`src/rtl/wb_host_master.sv`:
```
`default_nettype none
// ============================================================================
//  Module      : wb_host_master
//  Description : Command/response to classic Wishbone single-transfer master
//                with per-transaction strobe timeout and transaction/error
//                counters. One transaction outstanding at a time.
//  Revision    : 1.0 - initial release
// ============================================================================
module wb_host_master #(
    parameter int TIMEOUT_CYCLES = 255
) (
    input  logic        wb_clk_i,
    input  logic        wb_rst_ni,
    // command channel
    input  logic        cmd_valid_i,
    output logic        cmd_ready_o,
    input  logic        cmd_we_i,
    input  logic [31:0] cmd_adr_i,
    input  logic [31:0] cmd_dat_i,
    input  logic [3:0]  cmd_sel_i,
    // response channel
    output logic        rsp_valid_o,
    input  logic        rsp_ready_i,
    output logic [31:0] rsp_dat_o,
    output logic        rsp_err_o,
    // Wishbone master
    output logic        wbm_cyc_o,
    output logic        wbm_stb_o,
    output logic        wbm_we_o,
    output logic [3:0]  wbm_sel_o,
    output logic [31:0] wbm_adr_o,
    output logic [31:0] wbm_dat_o,
    input  logic        wbm_ack_i,
    input  logic [31:0] wbm_dat_i,
    // statistics
    output logic [15:0] txn_count_o,
    output logic [7:0]  err_count_o
);

    // Last timeout-counter value before the strobe is abandoned; the strobe
    // is therefore high for exactly TIMEOUT_CYCLES cycles.
    localparam logic [7:0] TMO_LAST = 8'(TIMEOUT_CYCLES - 1);

    typedef enum logic [1:0] {
        IDLE = 2'd0,
        BUS  = 2'd1,
        RESP = 2'd2
    } state_t;

    state_t      state;
    logic        bus_active;
    logic [7:0]  tmo_cnt;

    // Classic single transfers: cycle and strobe are one and the same.
    assign wbm_cyc_o = bus_active;
    assign wbm_stb_o = bus_active;

    // Transaction FSM with all outputs registered.
    always_ff @(posedge wb_clk_i or negedge wb_rst_ni) begin
        if (!wb_rst_ni) begin
            state       <= IDLE;
            bus_active  <= 1'b0;
            tmo_cnt     <= 8'd0;
            cmd_ready_o <= 1'b0;
            wbm_we_o    <= 1'b0;
            wbm_sel_o   <= 4'd0;
            wbm_adr_o   <= 32'd0;
            wbm_dat_o   <= 32'd0;
            rsp_valid_o <= 1'b0;
            rsp_dat_o   <= 32'd0;
            rsp_err_o   <= 1'b0;
            txn_count_o <= 16'd0;
            err_count_o <= 8'd0;
        end else begin
            case (state)
                IDLE: begin
                    if (cmd_valid_i && cmd_ready_o) begin
                        wbm_we_o    <= cmd_we_i;
                        wbm_adr_o   <= cmd_adr_i;
                        wbm_dat_o   <= cmd_dat_i;
                        wbm_sel_o   <= cmd_sel_i;
                        bus_active  <= 1'b1;
                        tmo_cnt     <= 8'd0;
                        cmd_ready_o <= 1'b0;
                        state       <= BUS;
                    end else begin
                        // Ready rises one edge after reset release and
                        // stays up while idle.
                        cmd_ready_o <= 1'b1;
                    end
                end

                BUS: begin
                    // Ack takes priority over a coincident timeout.
                    if (wbm_ack_i) begin
                        bus_active  <= 1'b0;
                        rsp_dat_o   <= wbm_we_o ? 32'd0 : wbm_dat_i;
                        rsp_err_o   <= 1'b0;
                        rsp_valid_o <= 1'b1;
                        txn_count_o <= txn_count_o + 16'd1;
                        state       <= RESP;
                    end else if (tmo_cnt == TMO_LAST) begin
                        bus_active  <= 1'b0;
                        rsp_dat_o   <= 32'd0;
                        rsp_err_o   <= 1'b1;
                        rsp_valid_o <= 1'b1;
                        txn_count_o <= txn_count_o + 16'd1;
                        if (err_count_o != 8'hFF) begin
                            err_count_o <= err_count_o + 8'd1;
                        end
                        state       <= RESP;
                    end else begin
                        tmo_cnt <= tmo_cnt + 8'd1;
                    end
                end

                RESP: begin
                    if (rsp_ready_i) begin
                        rsp_valid_o <= 1'b0;
                        cmd_ready_o <= 1'b1;
                        state       <= IDLE;
                    end
                end

                default: begin
                    bus_active  <= 1'b0;
                    rsp_valid_o <= 1'b0;
                    cmd_ready_o <= 1'b0;
                    state       <= IDLE;
                end
            endcase
        end
    end

endmodule
`default_nettype wire

```
`config.mk`:
```
export PLATFORM = sky130hd
export DESIGN_NAME = wb_host_master
export DESIGN_NICKNAME = d
export VERILOG_FILES = /design/src/rtl/wb_host_master.sv
export SDC_FILE = /design/constraint.sdc
export NUM_CORES = 1
export LEC_CHECK = 0
export CAP_MARGIN = 20
export CORE_MARGIN = 3
export CORE_UTILIZATION = 28
export CTS_CLUSTER_DIAMETER = 40
export DETAILED_ROUTE_END_ITERATION = 6
export PLACE_DENSITY = 0.55
export SKIP_LAST_GASP = 1
export SYNTH_ARGS = -nofsm -noshare
export SYNTH_HDL_FRONTEND = slang
export SYNTH_SLANG_ARGS = --single-unit
```
`constraint.sdc`:
```
create_clock -name wb_clk_i -period 1.9 [get_ports wb_clk_i]
set_input_delay 0.285 -clock wb_clk_i [delete_from_list [all_inputs] [get_ports wb_clk_i]]
set_output_delay 0.285 -clock wb_clk_i [all_outputs]
set_load 0.01 [all_outputs]
```
==> results by group, run 1 <==
Run status
  – Outcome: complete, no violations

Floorplanning
  – Die area: about 0.022 mm2
  – Starting Density: 0.291
  – I/O pins: roughly 240
  – Core footprint: roughly 0.019 mm2
  – DIE HEIGHT: around 150 um
  – Die width: ~150 um
  – Row cnt: 50

Worst setup path
  – CP required: between 2 and 2.5 ns
  – Slowest CP cell: dfrtp_1
  – Crit-path max FO: 33
  – Critical path class: reg -> reg
  – Worst R2R Setup Slack: 0.15 ns
  – CP cell instances: ha_1 > and4_1 > a21o_1 > nand2_4 > buf_12 > a22o_1
  – Crit-path max cell delay: approximately 0.42 ns
  – R2R cell count: 6
  – Number of buffers and inverters on the critical path: 1
  – WP depth: 6
  – CP top delay family: compound AO/OA/AOI/OAI gates
  – Crit. End Element: flop
  – Startpoint Class: flop
  – Worst EP arrival: 2.05 ns

Clock network
  – H-tree Lvls: 4
  – CTS root buffer: clkbuf_16
  – Num CTS Buffers: 17
  – Clock latency on the worst-skew pair: ~0.4 ns
  – Clk sink count: around 140
  – Post-CTS Hold Buffers: 1
  – CTS tree: yes
  – Post-CTS resize count: 0
  – Clk pin slew, worst setup/hold paths: 0.06 ns
  – Worst-case clock buffer depth: 2
  – Postcts setup bufs: 0

Logic synthesis
  – Warnings, synthesis: 0
  – Synth area leaders: dfrtp_1 (62%), nand2_1 (15%), a22o_1 (5.2%)
  – Synth unique cells: 43
  – Synth Area per Inst: approximately 10 um2
  – Mapped Area: 0.00557 mm2
  – Synthesized Nets: 645
  – Cell taking the most area after synthesis: dfrtp_1
  – Gate Count Post-Synth: between 500 and 600
  – Seq/Total Area, Yosys: 0.625
  – Top cell type's share of synthesized area: 0.625
  – FF+latch count, synth: 139

Global routing
  – GRT Resource Usage Total: 0.151
  – First-pass GRT wire length: about 26 mm
  – Largest net degree at the start of global routing: slightly below 80
  – Initial antenna violation count: 0
  – Vias in the first global route: between 5k and 6k
  – Gr ovfl total: 0

STA
  – Fin. Hold Viols: 0
  – Final Max Slew Viols: 0
  – Min Clock Period, post-route: 1.75 ns
  – Final setup vio count: 0
  – Max_slew headroom: 0.631
  – RSZ-0062 raised after global routing: no
  – Tcrit/Tclk final: 0.922
  – Setup tns final: 0 ns
  – Least-Margin Pin Slew: between 0.5 and 0.6 ns
  – Fmax: 0.571 GHz
  – Final setup skew: about 0.0069 ns

Power
  – Total power: 13.6 mW
  – Power share of the clock group: 0.239
  – Switching Share: 0.331
  – VDD IR-drop max: 619 uV
  – Combinational share of power: 0.402
  – Internal power: approximately 9.1 mW
  – NetSw: 4.50 mW
  – Power density cells: 1530 mW/mm2
  – Leakage power: 4.05 nW
  – Seq pwr share: 0.359

Detailed routing
  – Via count: approximately 4.7k
  – 1st-iter DRT viols: about 230
  – # DRC: 0
  – Total wire length: between 15 and 20 mm
  – Drt wl/cell: 15.2 um
  – First drt pass iteration count: 4
  – Via density: approximately 4.5
  – Antenna Nets Post-Route: 0

Place
  – PortBufs: roughly 240
  – Final GP Congestion: ~0.77
  – Dpl hpwl: 11.5 mm

Flow run
  – Maxcap violations: 0

Hold path
  – HP Class: in -> async

Cells and area
  – Area grow syn2layout: 59.8%
  – Commonest non-fill, non-tap cell in the layout: clkdlybuf4s50_1
  – Antenna Cells: 0
  – Most frequent cells in the layout: clkdlybuf4s50_1 (234), nand2_1 (219), dfrtp_1 (139)
  – Layout cells sized above 1: 0.0783
  – # nets final: approximately 900
## cell families after synthesis
| family | count (synthesis) | share of synthesized area |
|---|---|---|
| xor gates and xnor gates | 23 | 0.0362 |
| adders and majority gates | 4 | 0.00899 |
| AOI/OAI and AO/OA | 52 | 0.0762 |
| and+or+nand+nor | 284 | 0.221 |
| muxes | 2 | 0.00405 |
| DFF | 139 | 0.625 |
| buffers and inverters | 31 | 0.0288 |
## metal layers
layer | wire, um | vias up | share of wire | GRT usage
li1 | - | 2268 | - | -
met1 | 6980 | 2265 | 0.44 | 0.187
met2 | 7510 | 164 | 0.47 | 0.246
met3 | 1250 | 16 | 0.078 | 0.0589
met4 | 216 | 0 | 0.014 | 0.0424
met5 | 0 | - | 0 | 0
## cell usage after synthesis, drive strengths merged
cell type	count
a211oi	1
a21o	2
a21oi	4
a22o	33
a31oi	1
a41oi	1
and2	2
and2b	1
and3	4
and4	1
buf	14
clkbuf	15
dfrtp	139
ha	4
inv	2
mux2	2
nand2	220
nand2b	2
nand3	19
nand3b	1
nand4	12
nand4b	2
nor2	6
nor3	3
nor3b	1
nor4	4
nor4b	1
o2111a	1
o211ai	2
o21ai	5
o31ai	2
or2	2
or3	2
or4	1
xnor2	15
xor2	8
## power by group through the flow
stage | registers, mW | logic [mW] | clock network [mW]
floorplan | 5.36 | 1.80 | 0
global placement | 4.88 | 5.48 | 0
detailed placement | 4.92 | 5.55 | 0
CTS | 4.89 | 5.58 | 3.38
global route | 5.06 | 5.96 | 3.49
finish | 4.88 | 5.46 | 3.25
## flip-flops by register name (all words and copies together), names as in the netlist, 2 cells and up
signal       count
rsp_dat_o       32
wbm_adr_o       32
wbm_dat_o       32
txn_count_o     16
err_count_o      8
tmo_cnt          8
wbm_sel_o        4
state            2
## area by class of cell
class	count	area, um2
sequential	139	3480
multi-input combinational	365	1940
tap	260	325
inverter	2	7.51
clock inverter	13	144
timing repair buffer	254	2570
fill	1835	10200
clock buffer	19	433
## final timing paths
path                                           from                           to
min                                       wb_rst_ni  txn_count_o[15]$_DFFE_PN0P_
min in group wb_clk_i                 cmd_adr_i[10]    wbm_adr_o[10]$_DFFE_PN0P_
max in group asynchronous                 wb_rst_ni    wbm_adr_o[29]$_DFFE_PN0P_
max reg2reg                  tmo_cnt[1]$_DFFE_PN0P_    rsp_dat_o[10]$_DFFE_PN0P_
max                          tmo_cnt[1]$_DFFE_PN0P_    rsp_dat_o[10]$_DFFE_PN0P_
min reg2reg                wbm_dat_o[8]$_DFFE_PN0P_     wbm_dat_o[8]$_DFFE_PN0P_
## per-stage QoR
stage | cells | instance area [um2] | utilization | hold WS, ns | worst slack, ns
CTS | 1052 | 8900 | 0.465 | 0.351 | 0.141
global placement | 1019 | 8310 | 0.434 | 0.216 | 0.0253
global route | 1052 | 8900 | 0.465 | 0.392 | 0.0388
finish | 1052 | 8900 | 0.465 | 0.354 | 0.148
floorplan | 535 | 5570 | - | -0.0106 | 0.175
detailed placement | 1019 | 8310 | 0.434 | 0.224 | 0.0215
Note: power is estimated with default switching activity, not from simulation.
==> run 2: changes to the inputs <==
--- a/config.mk
+++ b/config.mk
@@ -6,7 +6,6 @@
 export NUM_CORES = 1
 export LEC_CHECK = 0
 export CAP_MARGIN = 20
-export CORE_MARGIN = 3
 export CORE_UTILIZATION = 28
 export CTS_CLUSTER_DIAMETER = 40
 export DETAILED_ROUTE_END_ITERATION = 6
==> results by group, run 2 (synthesized netlist as in run 1, its figures left out) <==
Run status
  – Outcome: complete, no violations (unchanged)

Floorplanning
  – I/O pins: 236 (unchanged)
  – Core footprint: 0.0195 mm2 (was 0.0191 mm2)
  – Die width: 143 um (was 147 um)
  – Starting Density: 0.286 (was 0.291)
  – DIE HEIGHT: 143 um (was 147 um)
  – Row cnt: 51 (was 50)
  – Die area: 0.0204 mm2 (was 0.0216 mm2)

Place
  – Placed Area: 0.00832 mm2 (was 0.00831 mm2)
  – Place WS: -0.0443 ns (was 0.0215 ns)
  – Dpl hpwl: 11.2 mm (was 11.5 mm)
  – Post-placement cell count: 1,026 (was 1,019)
  – PortBufs: 235 (unchanged)
  – Final GP Congestion: 0.807 (was 0.766)

STA
  – Max_slew headroom: 0.674 (was 0.631)
  – RSZ-0062 raised after global routing: no (unchanged)
  – Final worst slack: 0.117 ns (was 0.148 ns)
  – Fmax: 0.561 GHz (was 0.571 GHz)
  – Final setup skew: 0.00930 ns (was 0.00690 ns)
  – Tcrit/Tclk final: 0.939 (was 0.922)
  – Final Max Slew Viols: 0 (unchanged)
  – Final setup vio count: 0 (unchanged)
  – Least-Margin Pin Slew: 0.485 ns (was 0.548 ns)
  – Fin. Hold Viols: 0 (unchanged)
  – Min Clock Period, post-route: 1.78 ns (was 1.75 ns)

Worst setup path
  – Crit. End Element: flop (unchanged)
  – WP depth: 4 (was 6)
  – CP cell instances: ha_1 > and4_1 > o2111a_1 > mux2_2 (was ha_1 > and4_1 > a21o_1 > nand2_4 > buf_12 > a22o_1)
  – CP top delay family: flip-flops (was compound AO/OA/AOI/OAI gates)
  – Worst EP arrival: 2.08 ns (was 2.05 ns)
  – Worst R2R Setup Slack: 0.12 ns (was 0.15 ns)
  – Crit-path max FO: 7 (was 33)
  – R2R cell count: 4 (was 6)
  – Slowest CP cell: dfrtp_1 (unchanged)
  – Number of buffers and inverters on the critical path: 0 (was 1)
  – Startpoint Class: flop (unchanged)
  – CP required: 2.19 ns (about the same)
  – Crit-path max cell delay: 0.42 ns (about the same)
  – Critical path class: reg -> reg (unchanged)

Cells and area
  – Post-Route Utilization: 0.459 (was 0.465)
  – Commonest non-fill, non-tap cell in the layout: clkdlybuf4s50_1 (unchanged)
  – Fill cells: 1,821 (was 1,835)
  – Area grow syn2layout: 60.6% (was 59.8%)
  – Biggest regs: rsp_dat_o x32, wbm_adr_o x32, wbm_dat_o x32 (unchanged)
  – Most frequent cells in the layout: clkdlybuf4s50_1 (234), nand2_1 (219), dfrtp_1 (139) (unchanged)
  – Reg area: 0.00348 mm2 (unchanged)
  – # nets final: 891 (was 889)
  – Final std cells w/o fill: 1,059 (was 1,052)
  – Antenna Cells: 0 (unchanged)
  – Finished Cell Area: 0.00894 mm2 (was 0.00890 mm2)
  – Layout cells sized above 1: 0.0819 (was 0.0783)
  – Multi-input logic area: 0.00194 mm2 (unchanged)

Detailed routing
  – Antenna Nets Post-Route: 0 (unchanged)
  – First drt pass iteration count: 4 (unchanged)
  – 1st-iter DRT viols: 153 (was 229)
  – # DRC: 0 (unchanged)
  – Total wire length: 15.6 mm (was 16.0 mm)
  – Drt wl/cell: 14.8 um (was 15.2 um)
  – Via density: 4.48 (about the same)
  – Via count: 4,740 (was 4,713)

Clock network
  – Postcts setup bufs: 0 (unchanged)
  – CTS tree: yes (unchanged)
  – Worst-case clock buffer depth: 2 (unchanged)
  – Clock latency on the worst-skew pair: 0.41 ns (about the same)
  – Clk sink count: 139 (unchanged)
  – Clk pin slew, worst setup/hold paths: 0.06 ns (about the same)
  – Post-CTS resize count: 0 (unchanged)
  – H-tree Lvls: 4 (unchanged)
  – CTS root buffer: clkbuf_16 (unchanged)
  – Num CTS Buffers: 17 (unchanged)
  – Post-CTS Hold Buffers: 1 (unchanged)

Power
  – Seq pwr share: 0.355 (was 0.359)
  – Internal power: 9.26 mW (was 9.09 mW)
  – VDD IR-drop max: 597 uV (was 619 uV)
  – Power share of the clock group: 0.249 (was 0.239)
  – Power density cells: 1540 mW/mm2 (was 1530 mW/mm2)
  – Combinational share of power: 0.396 (was 0.402)
  – Switching Share: 0.329 (was 0.331)
  – NetSw: 4.54 mW (was 4.50 mW)
  – Leakage power: 4.08 nW (was 4.05 nW)

Global routing
  – Initial antenna violation count: 1 (was 0)
  – Largest net degree at the start of global routing: 59 (was 77)
  – Vias in the first global route: 4,795 (was 5,011)
  – GRT Resource Usage Total: 0.159 (was 0.151)
  – First-pass GRT wire length: 25.1 mm (was 26.4 mm)
  – Gr ovfl total: 0 (unchanged)

Flow run
  – Maxcap violations: 0 (unchanged)

Hold path
  – HP Class: in -> async (unchanged)
run 2: per-layer routing:
metal  GRT usage  vias to the layer above  routed length, um
li1            -                     2279                  -
met1       0.202                     2286               6940
met2       0.245                      157               7290
met3      0.0624                       18               1190
met4      0.0538                        0                224
met5           0                        -                  0
run 2: final cells by class:
cell class              count  area share
clock buffers              19      0.0495
clock inverters            13      0.0188
inverters                   2    0.000840
multi-input cells         365       0.217
flip-flops and latches    139       0.389
well taps                 265      0.0371
repair buffers            256       0.288
run 2: metrics by stage:
step / setup TNS [ns] / hold slack, ns / total power, mW
final: 0 / 0.383 / 13.8
after floorplan: 0 / -0.0106 / 7.16
after CTS: 0 / 0.372 / 14.0
after detailed placement: -0.0716 / 0.271 / 10.5
after global placement: -0.00357 / 0.261 / 10.3
after global routing: 0 / 0.377 / 14.7
run 2: final timing paths:
path	startpoint	endpoint
max	tmo_cnt[1]$_DFFE_PN0P_	err_count_o[1]$_DFFE_PN0P_
min	wb_rst_ni	rsp_valid_o$_DFFE_PN0P_
max reg2reg	tmo_cnt[1]$_DFFE_PN0P_	err_count_o[1]$_DFFE_PN0P_
min in group wb_clk_i	cmd_adr_i[22]	wbm_adr_o[22]$_DFFE_PN0P_
max in group asynchronous	wb_rst_ni	wbm_dat_o[9]$_DFFE_PN0P_
min reg2reg	wbm_dat_o[6]$_DFFE_PN0P_	wbm_dat_o[6]$_DFFE_PN0P_
run 2: power by group through the flow:
| stage | clock network [mW] | logic [mW] | registers (mW) |
|---|---|---|---|
| 4_1_cts | 3.53 | 5.55 | 4.92 |
| 3_3_place_gp | 0 | 5.43 | 4.89 |
| 5_1_grt | 3.68 | 5.95 | 5.06 |
| 2_1_floorplan | 0 | 1.80 | 5.36 |
| 6_report | 3.43 | 5.46 | 4.90 |
| 3_5_place_dp | 0 | 5.54 | 4.93 |
==> run 3: changes to the inputs <==
--- a/config.mk
+++ b/config.mk
@@ -5,7 +5,7 @@
 export SDC_FILE = /design/constraint.sdc
 export NUM_CORES = 1
 export LEC_CHECK = 0
-export CAP_MARGIN = 20
+export CAP_MARGIN = 10
 export CORE_UTILIZATION = 28
 export CTS_CLUSTER_DIAMETER = 40
 export DETAILED_ROUTE_END_ITERATION = 6
==> results of run 3 <==
Final layout, timing and power as in run 2 (identical DEF).
